==> config.mk <==
export PLATFORM = sky130hd
export DESIGN_NAME = dncnt_chain
export DESIGN_NICKNAME = d
export VERILOG_FILES = /design/src/rtl/dncnt_pkg.sv /design/src/rtl/dncnt_chain_stage.sv /design/src/rtl/dncnt_chain.sv
export SDC_FILE = /design/constraint.sdc
export NUM_CORES = 1
export LEC_CHECK = 0
export CORE_MARGIN = 1
export CORE_UTILIZATION = 40
export CTS_BUF_LIST = sky130_fd_sc_hd__clkbuf_16
export DETAILED_ROUTE_END_ITERATION = 10
export GPL_TIMING_DRIVEN = 0
export PLACE_DENSITY_LB_ADDON = 0.05
export SLEW_MARGIN = 20
export SYNTH_ARGS = -nofsm -noshare
export SYNTH_HDL_FRONTEND = slang
export SYNTH_SLANG_ARGS = --single-unit
==> constraint.sdc <==
create_clock -name CK -period 1.9 [get_ports CK]
set_input_delay 0.38 -clock CK [delete_from_list [all_inputs] [get_ports CK]]
set_output_delay 0.38 -clock CK [all_outputs]
set_load 0.01 [all_outputs]
==> src/rtl/dncnt_pkg.sv <==
// Shared definitions for the cascadable down-counter chain.
//   NIB_W      : width of one counter stage
//   stage_op_e : per-stage operation, priority CLR > LOAD > DEC > HOLD
//   stage_op() : priority encoder for the per-stage operation
package dncnt_pkg;

    localparam int unsigned NIB_W = 4;

    typedef enum logic [1:0] {
        OP_HOLD = 2'd0,
        OP_LOAD = 2'd1,
        OP_DEC  = 2'd2,
        OP_CLR  = 2'd3
    } stage_op_e;

    // Clear beats load, load beats count; count needs both enable and borrow-in.
    function automatic stage_op_e stage_op(
        input logic cl,
        input logic nl,
        input logic en,
        input logic bi
    );
        stage_op_e op;
        op = OP_HOLD;
        if (cl) begin
            op = OP_CLR;
        end else if (!nl) begin
            op = OP_LOAD;
        end else if (en && bi) begin
            op = OP_DEC;
        end
        return op;
    endfunction

endpackage

==> src/rtl/dncnt_chain_stage.sv <==
// One 4-bit synchronous down-counter stage.
//   CK  : clock            CL : synchronous active-high clear
//   D   : load value       nL : active-low synchronous load
//   EN  : count enable     BI : borrow-in (stage counts on EN & BI)
//   Q   : count value      BO : borrow-out = BI & (Q == 0), combinational
module dncnt_stage
    import dncnt_pkg::*;
(
    input  logic             CK,
    input  logic             CL,
    input  logic [NIB_W-1:0] D,
    input  logic             nL,
    input  logic             EN,
    input  logic             BI,
    output logic [NIB_W-1:0] Q,
    output logic             BO
);

    stage_op_e op_c;

    assign op_c = stage_op(CL, nL, EN, BI);

    // Decrement wraps 0 -> F naturally through modular subtraction.
    always_ff @(posedge CK) begin
        case (op_c)
            OP_CLR:  Q <= '0;
            OP_LOAD: Q <= D;
            OP_DEC:  Q <= Q - NIB_W'(1);
            default: Q <= Q;
        endcase
    end

    // Independent of EN so a disabled stage still passes the borrow along.
    assign BO = BI & (Q == '0);

endmodule

==> src/rtl/dncnt_chain.sv <==
// Cascadable binary down-counter built from STAGES 4-bit stages.
//   CK : clock                      CL : synchronous active-high clear
//   D  : parallel load/reload value nL : active-low synchronous load
//   EN : count enable               BI : borrow-in from a lower chain
//   Q  : count value (W = 4*STAGES) BO : borrow-out = BI & (Q == 0), combinational
//   TC : registered one-cycle underflow pulse
// RELOAD=1 reloads D on underflow, RELOAD=0 wraps to all-ones.
// TCO/TBO are simulation timing annotations only and do not affect the logic.
module dncnt_chain
    import dncnt_pkg::*;
#(
    parameter int STAGES = 2,
    parameter int RELOAD = 0,
    parameter int TCO    = 1,
    parameter int TBO    = 3
) (
    input  logic                      CK,
    input  logic                      CL,
    input  logic [NIB_W*STAGES-1:0]   D,
    input  logic                      nL,
    input  logic                      EN,
    input  logic                      BI,
    output logic [NIB_W*STAGES-1:0]   Q,
    output logic                      BO,
    output logic                      TC
);

    localparam int unsigned W         = NIB_W * STAGES;
    localparam bit          RELOAD_EN = (RELOAD != 0);

    if (STAGES < 1 || STAGES > 8 || TCO < 0 || TBO < 0) begin : g_bad_param
        $error("dncnt_chain: STAGES must be 1..8 and delays non-negative");
    end

    // brw[k] is the borrow into stage k; brw[STAGES] is the chain borrow-out.
    logic [STAGES:0] brw;
    logic            uf_c;
    logic            reload_c;
    logic            st_nl_c;

    assign brw[0] = BI;

    // Underflow: whole chain at zero with a live count request and no load/clear.
    assign uf_c     = brw[STAGES] & EN & nL & ~CL;
    assign reload_c = RELOAD_EN & uf_c;
    assign st_nl_c  = nL & ~reload_c;

    for (genvar k = 0; k < STAGES; k++) begin : g_stage
        dncnt_stage u_stage (
            .CK (CK),
            .CL (CL),
            .D  (D[k*NIB_W +: NIB_W]),
            .nL (st_nl_c),
            .EN (EN),
            .BI (brw[k]),
            .Q  (Q[k*NIB_W +: NIB_W]),
            .BO (brw[k+1])
        );
    end

    assign BO = brw[STAGES];

    // Terminal-count pulse: high for the cycle following each underflow edge.
    always_ff @(posedge CK) begin
        if (CL) begin
            TC <= 1'b0;
        end else begin
            TC <= uf_c;
        end
    end

    logic unused_w;
    assign unused_w = ^W;

endmodule

==> summary.txt, run 1 <==
Status
  – Status: finished, violations left
  – Violated checks: setup timing

Logic synthesis
  – Netlist Area Pre-Place: 574 µm²
  – Synthesized net count: 75
  – Synthesis Warnings: 0
  – Mapped Cells: 56
  – Sequential share of the synthesized area: 45.3%
  – Count of different cell masters after synthesis: 21
  – Mapped Avg Cell Area: 10.3 µm²
  – Post-synth EDFFs: 8
  – Most frequent cells after synthesis: nand2_1, edfxtp_1, inv_1, ha_1, o21ai_0
  – FFs w/ async S/R, synth: 0%
  – #FFs+latches synth: 9
  – Yosys top cell by area: edfxtp_1
  – Yosys top cell area share: 41.8%
  – Prevailing post-synth register cell: edfxtp_1
  – Synth area leaders: edfxtp_1, ha_1, nand2_1
  – Most frequent cell after synthesis: nand2_1

Clock network
  – Clock buffer depth: 2
  – Clock Sinks: 9
  – CTS HTree Levels: 1
  – Clock-pin slew of the registers on the worst-case setup and hold paths: 0.04 ns
  – CTS tree: built
  – Worst skew pair latency: 0.23 ns
  – Hold buffers post-CTS: 0
  – CTS Buf Count: 3
  – Clk root buf: clkbuf_16

Worst setup path
  – Kind of critical path: reg -> out
  – R2r setup slk: 0.06 ns
  – WP data required: 1.52 ns
  – Arrival @ worst endpoint: 1.54 ns
  – CP endpoint kind: output port
  – Crit Path Max Fanout: 2
  – Setup crit start kind: flip-flop
  – CP max stage cell: edfxtp_1
  – Crit-path cells: inv_2, ha_4, nor3b_4, nor4b_4, buf_2
  – CP peak stage delay: 0.42 ns

Detailed routing
  – Drt pass-1 iters: 4
  – Vias per cell: 5.11
  – Final ANT Viol Nets: 0
  – DRT iter0 DRCs: 5
  – Post-Route WL: 1420 µm
  – Vias: 521
  – DR WL/cell: 13.9 µm
  – Drt drc: 0

Hold path
  – Worst Hold Class: reg -> reg

Global routing
  – Largest net degree at the start of global routing: 7
  – Initial antenna violation count: 0
  – Vias in the first global route: 482
  – Global Route Usage Sum: 21.4%
  – Total congestion overflow: 0
  – First-pass GRT wire length: 2140 µm

Floorplan
  – I/O pin cnt: 23
  – Core area: 1320 µm²
  – Die height: 39.9 µm
  – Starting Density: 43.6%
  – Die area: 1590 µm²
  – # rows: 13
  – Width of the die: 39.9 µm

STA
  – Setup violators final: 1
  – Minimum clock period: 1.92 ns
  – Worst Tran Pin Value: 0.297 ns
  – TNS Setup: -0.0229 ns
  – Final Skew: 0.00190 ns
  – Final Max Tran Viols: 0
  – Unrepaired setup endpoints after global routing: yes
  – Final Hold Slack: 0.766 ns
  – Final Hold Vio Count: 0
  – Relative slew slack: 80.2%
  – Worst setup margin: -0.0229 ns
  – Max frequency: 520 MHz
  – Crit share post-route: 101%

Pwr
  – Clk network pwr share: 45.0%
  – Internal power: 620 µW
  – Sequential share of power: 32.3%
  – Switching Fraction: 23.3%
  – Pwr/cell area: 842 nW/µm²
  – Comb pwr share: 22.7%
  – P_leak: 0.000391 µW
  – VDD IR max: 721 µV
  – Net Switching: 188 µW

Finish
  – Fin nets: 107
  – Design Area, Final: 958 µm²
  – Final Util: 72.7%
  – Ant diodes: 0
  – Share of cells above drive strength 1: 21.8%
  – Fillers: 101
  – Syn-to-layout area delta: 66.9%

Place
  – Cell Area, Placed: 813 µm²
  – Placer Congestion: 0.750
  – Hpwl dp: 982 µm
  – Port Buf Inserts: 22

Run
  – Max-Cap Viols: 0
[final cells by class]
type / count / area (µm²) / area share, %
multi-input combinational: 40 / 322 / 33.6
clock buffer: 3 / 75.1 / 7.83
inverter: 7 / 26.3 / 2.74
tap: 15 / 18.8 / 1.96
sequential: 9 / 260 / 27.2
clock inverter: 1 / 3.75 / 0.392
timing repair buffer: 27 / 253 / 26.4
[registers in the layout, indices dropped and copies added, names as in the netlist]
| register | cells |
|---|---|
| g_stage.u_stage.Q | 8 |
| TC | 1 |
[critical path, delay by kind of cell (launching register included)]
family / cells / cell delay (ns)
simple gates: 2 / 0.48
fa+ha+maj: 1 / 0.13
buf+inv: 2 / 0.27
flops: 1 / 0.42
[routing by layer]
layer  wire, µm  track usage (%)  vias up
met4         10             10.3        0
li1           -                -      258
met1        646             25.6      244
met2        717             35.1       17
met5          0                0        -
met3         44             5.11        2
[power by group through the flow]
stage | combinational, µW | sequential [µW] | clock (µW)
3_5_place_dp | 151 | 261 | 0
4_1_cts | 171 | 260 | 362
2_1_floorplan | 67.3 | 265 | 0
5_1_grt | 200 | 264 | 376
3_3_place_gp | 148 | 260 | 0
6_report | 183 | 261 | 363
[cell usage in the layout, fill, tap and decap left out]
cell type        netlist  routed
nand2b_1               1       1
dfxtp_1                1       1
nor4_1                 1       1
o31a_1                 1       1
inv_2                  0       3
o21ai_0                5       5
edfxtp_1               8       8
nor3b_4                0       1
a21oi_1                2       2
clkbuf_16              0       3
nand3_1                1       1
clkdlybuf4s50_1        0      21
a41o_1                 1       1
buf_2                  0       1
ha_1                   6       3
and3_1                 1       1
ha_2                   0       2
a22oi_2                0       2
xor2_1                 1       1
ha_4                   0       1
and2b_1                1       1
buf_4                  0       5
nand2_1                9       9
inv_1                  7       5
nor2_1                 3       3
xnor2_1                2       2
nor3_1                 1       1
nor4b_4                1       1
[timing repair]
item,in CTS,in global routing
setup endpoints to repair,9,4
gates cloned,0,0
pin swaps,3,1
hold endpoints to repair,0,0
gates resized for setup,9,5
setup buffers,3,2
[per-stage QoR]
step,setup slack (ns),instances,power (µW)
after floorplan,0.109,56,332
after global placement,-0.338,93,408
after detailed placement,-0.337,93,412
after CTS,-0.0207,100,793
after global routing,-0.0783,102,840
final,-0.0229,102,807
[cell families (layout without fill, tap and decap cells)]
group                    count (synthesis)  after routing  share of synthesized area [%]
flip-flops                               9              9                           45.3
adder cells (fa/ha/maj)                  6              6                           13.1
AO/OA/AOI/OAI                           11             11                           12.0
buffers and inverters                    7             38                           4.58
AND/OR/NAND/NOR                         20             20                           20.5
XOR/XNOR                                 3              3                           4.58
[path summary, 6_finish.rpt]
kind | startpoint | to | cells past startpoint
setup / recovery | g_stage[0].u_stage.Q[0] | BO | 5
hold / removal | g_stage[1].u_stage.Q[3] | TC | 2
setup reg to reg | g_stage[0].u_stage.Q[0] | g_stage[1].u_stage.Q[2] | 8
hold reg to reg | g_stage[1].u_stage.Q[3] | TC | 2
(Power assumes the default switching activity.)
==> run 2: changes to the inputs <==
Settings changed: TNS_END_PERCENT set to 20.
==> summary.txt, run 2 (synthesis results as in run 1) <==
Clock network
  – Worst skew pair latency: 0.23 ns
  – Clock-pin slew of the registers on the worst-case setup and hold paths: 0.04 ns
  – Clock buffer depth: 2
  – Clock Sinks: 9
  – CTS Buf Count: 3
  – Clk root buf: clkbuf_16
  – CTS tree: built
  – Hold buffers post-CTS: 0
  – CTS HTree Levels: 1

Detailed routing
  – Vias: 521
  – DR WL/cell: 13.6 µm
  – Drt drc: 0
  – Post-Route WL: 1360 µm
  – Final ANT Viol Nets: 0
  – Drt pass-1 iters: 4
  – DRT iter0 DRCs: 9
  – Vias per cell: 5.21

Finish
  – Commonest non-fill, non-tap cell in the layout: clkdlybuf4s50_1
  – Final Non-Filler Cells: 100
  – Share of cells above drive strength 1: 15.3%
  – Largest regs: g_stage.u_stage.Q (8), TC (1)
  – Ant diodes: 0
  – Design Area, Final: 931 µm²
  – Fin nets: 105
  – Final Util: 70.7%
  – Syn-to-layout area delta: 62.1%
  – Max FFs per register: 8
  – Largest Register: g_stage.u_stage.Q
  – Commonest non-fill, non-tap cells in the layout: clkdlybuf4s50_1, nand2_1, edfxtp_1, inv_1, o21ai_0

Floorplan
  – I/O pin cnt: 23
  – Die height: 39.9 µm
  – Width of the die: 39.9 µm
  – # rows: 13
  – Die area: 1590 µm²
  – Core area: 1320 µm²
  – Starting Density: 43.6%

Worst setup path
  – Crit-path cells: inv_2, ha_4, nor3b_4, nor4b_4, buf_2
  – CP max stage cell: edfxtp_1
  – Crit Path Max Fanout: 2
  – Critical path buffers and inverters: 2
  – Reg-to-Reg Start: g_stage[0].u_stage.Q[0]
  – Arrival @ worst endpoint: 1.54 ns
  – Kind of critical path: reg -> out
  – R2r setup slk: 0.02 ns
  – CP peak stage delay: 0.42 ns
  – Setup crit start kind: flip-flop
  – R2r endpoint: g_stage[1].u_stage.Q[2]
  – CP endpoint kind: output port
  – Worst path top cell family by delay: simple AND/OR/NAND/NOR gates
  – WP data required: 1.52 ns
  – R2r worst-path depth: 8

Place
  – Port Buf Inserts: 22
  – Hpwl dp: 982 µm
  – DP Cell Count: 93
  – Placer Congestion: 0.750
  – Cell Area, Placed: 813 µm²

Hold path
  – Hold wc startpoint: g_stage[1].u_stage.Q[3]
  – Hold EP: TC
  – Worst Hold Class: reg -> reg
  – Worst Hold Path Cells: 2

Global routing
  – First-pass GRT wire length: 2130 µm
  – Vias in the first global route: 476
  – Total congestion overflow: 0
  – Initial antenna violation count: 0
  – Largest net degree at the start of global routing: 7
  – Global Route Usage Sum: 21.3%

STA
  – Final Hold Vio Count: 0
  – TNS Setup: -0.0207 ns
  – Final Max Tran Viols: 0
  – Crit share post-route: 101%
  – Minimum clock period: 1.92 ns
  – Setup violators final: 1
  – Worst setup margin: -0.0207 ns
  – Worst Tran Pin Value: 0.287 ns
  – Unrepaired setup endpoints after global routing: yes
  – Max frequency: 521 MHz
  – Final Skew: 0.00212 ns
  – Relative slew slack: 80.9%

Status
  – Violated checks: setup timing
  – Status: finished, violations left

Pwr
  – Switching Fraction: 22.8%
  – P_leak: 0.000382 µW
  – VDD IR max: 710 µV
  – Clk network pwr share: 45.6%
  – Pwr/cell area: 852 nW/µm²
  – Comb pwr share: 21.6%
  – Net Switching: 181 µW
  – Sequential share of power: 32.8%
  – Internal power: 612 µW

Run
  – Max-Cap Viols: 0
==> run 2: worst max path at each step <==
stage	start	end	slack [ns]	depth (start not counted)
detailed placement	BI	BO	-0.34	4
floorplan	g_stage[0].u_stage.Q[0]	g_stage[1].u_stage.Q[2]	0.11	8
global route	g_stage[0].u_stage.Q[0]	BO	-0.08	5
CTS	g_stage[0].u_stage.Q[0]	BO	-0.02	5
global placement	BI	BO	-0.34	4
finish	g_stage[0].u_stage.Q[0]	BO	-0.02	5
==> run 2: power by group through the flow <==
stage / Sequential, µW / Clock (µW) / Combinational [µW]
final: 260 / 362 / 171
after global placement: 260 / 0 / 148
after global routing: 263 / 376 / 188
after floorplan: 265 / 0 / 67.3
after CTS: 260 / 362 / 170
after detailed placement: 261 / 0 / 151
==> run 2: timing repair <==
item | CTS | global route
pin swaps | 2 | 0
setup endpoints to repair | 9 | 3
setup buffers | 2 | 1
gates resized for setup | 10 | 0
endpoints found under the hold margin | 0 | 0
==> run 2: layout make-up <==
class	count	area [µm²]
multi-input combinational	40	309
sequential	9	260
tap	15	18.8
clock inverter	1	3.75
clock buffer	3	75.1
inverter	7	26.3
timing repair buffer	25	238
fill	103	387
==> run 2: routing by layer <==
metal	wire length [µm]	up-vias	global-route usage [%]
li1	-	254	-
met2	677	23	34.7
met3	66	2	5.11
met4	10	0	10.3
met5	0	-	0
met1	609	242	25.6
==> run 2: through the flow <==
step                setup slack, ns  hold WS, ns  total power (µW)
global route                -0.0846        0.804               827
finish                      -0.0207        0.764               793
global placement             -0.338        0.656               408
CTS                         -0.0207        0.768               792
floorplan                     0.109        0.526               332
detailed placement           -0.337        0.706               412
==> run 2: tightest hold or removal path: stages, from the launching register on <==
cell      delay [ns]
edfxtp_1        0.45
nor4b_4         0.08
and3_1          0.18
==> run 3: changes to the inputs <==
Settings changed: CORE_UTILIZATION 40 to 37, SLEW_MARGIN 20 to 10.
Clock period 1.9 ns to 1.7 ns, I/O delays scaled along.
==> summary.txt, run 3 (synthesis results as in run 1) <==
Status
  – Status: finished, violations left
  – Violated checks: setup timing

Finish
  – Commonest non-fill, non-tap cell in the layout: clkdlybuf4s50_1
  – Fillers: 108
  – Largest regs: g_stage.u_stage.Q (8), TC (1)
  – Share of cells above drive strength 1: 21.8%
  – Largest Register: g_stage.u_stage.Q
  – Syn-to-layout area delta: 68.6%
  – Fin nets: 107
  – Final Util: 70.9%
  – Commonest non-fill, non-tap cells in the layout: clkdlybuf4s50_1, nand2_1, edfxtp_1, o21ai_0, buf_4
  – Ant diodes: 0
  – Final Non-Filler Cells: 102
  – Max FFs per register: 8

Floorplan
  – Core area: 1370 µm²
  – # rows: 13
  – Width of the die: 41.4 µm
  – Die area: 1710 µm²
  – Die height: 41.4 µm
  – Starting Density: 42.0%
  – I/O pin cnt: 23

STA
  – Setup violators final: 9
  – Worst setup margin: -0.132 ns
  – Final Skew: 0.000379 ns
  – Final Max Tran Viols: 0
  – Final Hold Vio Count: 0
  – Worst Tran Pin Value: 0.258 ns
  – Final Hold Slack: 0.733 ns
  – Relative slew slack: 82.8%
  – Max frequency: 546 MHz
  – Minimum clock period: 1.83 ns
  – TNS Setup: -0.858 ns
  – Crit share post-route: 108%
  – Unrepaired setup endpoints after global routing: yes

Worst setup path
  – WP data required: 1.68 ns
  – Arrival @ worst endpoint: 1.81 ns
  – CP endpoint kind: flip-flop
  – Setup crit start kind: flip-flop
  – Crit Path Max Fanout: 4
  – Kind of critical path: reg -> reg

Global routing
  – Initial antenna violation count: 0
  – Met1 Use GR: 24.4%
  – GRT busiest layer: met2
  – Vias in the first global route: 495
  – First-pass GRT wire length: 2150 µm
  – M3 GR Usage: 6.38%
  – Total congestion overflow: 0
  – Largest net degree at the start of global routing: 7
  – Met2 usage: 34.4%
  – Global Route Usage Sum: 20.1%

Pwr
  – Pwr/cell area: 929 nW/µm²
  – VDD IR max: 521 µV
  – P_leak: 0.000409 µW

Run
  – Max-Cap Viols: 0

Place
  – DP Cell Count: 93
  – Port Buf Inserts: 22
  – Dpl ws: -0.458 ns
  – Hpwl dp: 1020 µm
  – Placer Congestion: 0.653

Clock network
  – CTS HTree Levels: 1
  – Clk root buf: clkbuf_16
  – Clock Sinks: 9
  – CTS Buf Count: 3
  – CTS tree: built
  – Worst skew pair latency: 0.23 ns
  – Clock buffer depth: 2
  – Clock-pin slew of the registers on the worst-case setup and hold paths: 0.04 ns

Detailed routing
  – Drt drc: 0
  – Vias per cell: 5.12
  – Drt pass-1 iters: 4
  – DRT iter0 DRCs: 15
  – Final ANT Viol Nets: 0
  – DR WL/cell: 14.4 µm
  – Post-Route WL: 1470 µm
  – Vias: 522

Hold path
  – Worst Hold Class: reg -> reg
[run 3: changes by cell type in the layout (fill, tap and decap cells not counted), moves of 2 or more]
| cell | before | now |
|---|---|---|
| a22oi_1 | 2 | 0 |
| a22oi_2 | 0 | 2 |
| buf_4 | 3 | 5 |
| inv_1 | 6 | 4 |
| inv_2 | 2 | 4 |
[run 3: cell type report]
type                    instances  area (µm²)  area share, %
clock inverters                 1        3.75          0.388
clock buffers                   3        75.1           7.75
repair buffers                 27         255           26.4
inverters                       7        26.3           2.71
well taps                      15        18.8           1.94
multi-input cells              40         329           34.0
flip-flops and latches          9         260           26.9
[run 3: timing repair]
item                       CTS  global route
hold buffers                 0             0
cloned                       0             0
pin swaps                    0             1
setup endpoints to repair    9            10
resized for setup           13             1
buffers inserted             4             1
[run 3: through the flow]
step	power (µW)	instance area, µm²
after floorplan	372	579
after global placement	458	818
final	900	968
after CTS	901	958
after global routing	943	968
after detailed placement	463	818
[run 3: final timing paths]
path	slack (ns)	endpoint	start	cells past startpoint
max	-0.13	g_stage[1].u_stage.Q[2]	g_stage[0].u_stage.Q[0]	9
min	0.73	TC	g_stage[1].u_stage.Q[3]	2
max reg2reg	-0.13	g_stage[1].u_stage.Q[2]	g_stage[0].u_stage.Q[0]	9
min reg2reg	0.73	TC	g_stage[1].u_stage.Q[3]	2
[run 3: per-layer routing]
layer | share of wire [%] | up-vias | wire, µm
met4 | 0 | 0 | 0
met5 | 0 | - | 0
met2 | 51 | 16 | 753
li1 | - | 258 | -
met3 | 3.5 | 0 | 51
met1 | 45 | 248 | 663
[run 3: worst max-delay path, cell delays in order, from the launching register on]
cell and delay [ns]:
edfxtp_1 0.40, inv_2 0.09, ha_4 0.13, nor3b_4 0.19, buf_4 0.14, a41o_1 0.18
inv_2 0.06, ha_4 0.17, a22oi_2 0.15, nor2_1 0.06
[run 3: power breakdown]
group	internal, µW	switching [µW]
Sequential	265	22.8
Combinational	123	86.3
Clock	307	96.1
Total	695	205
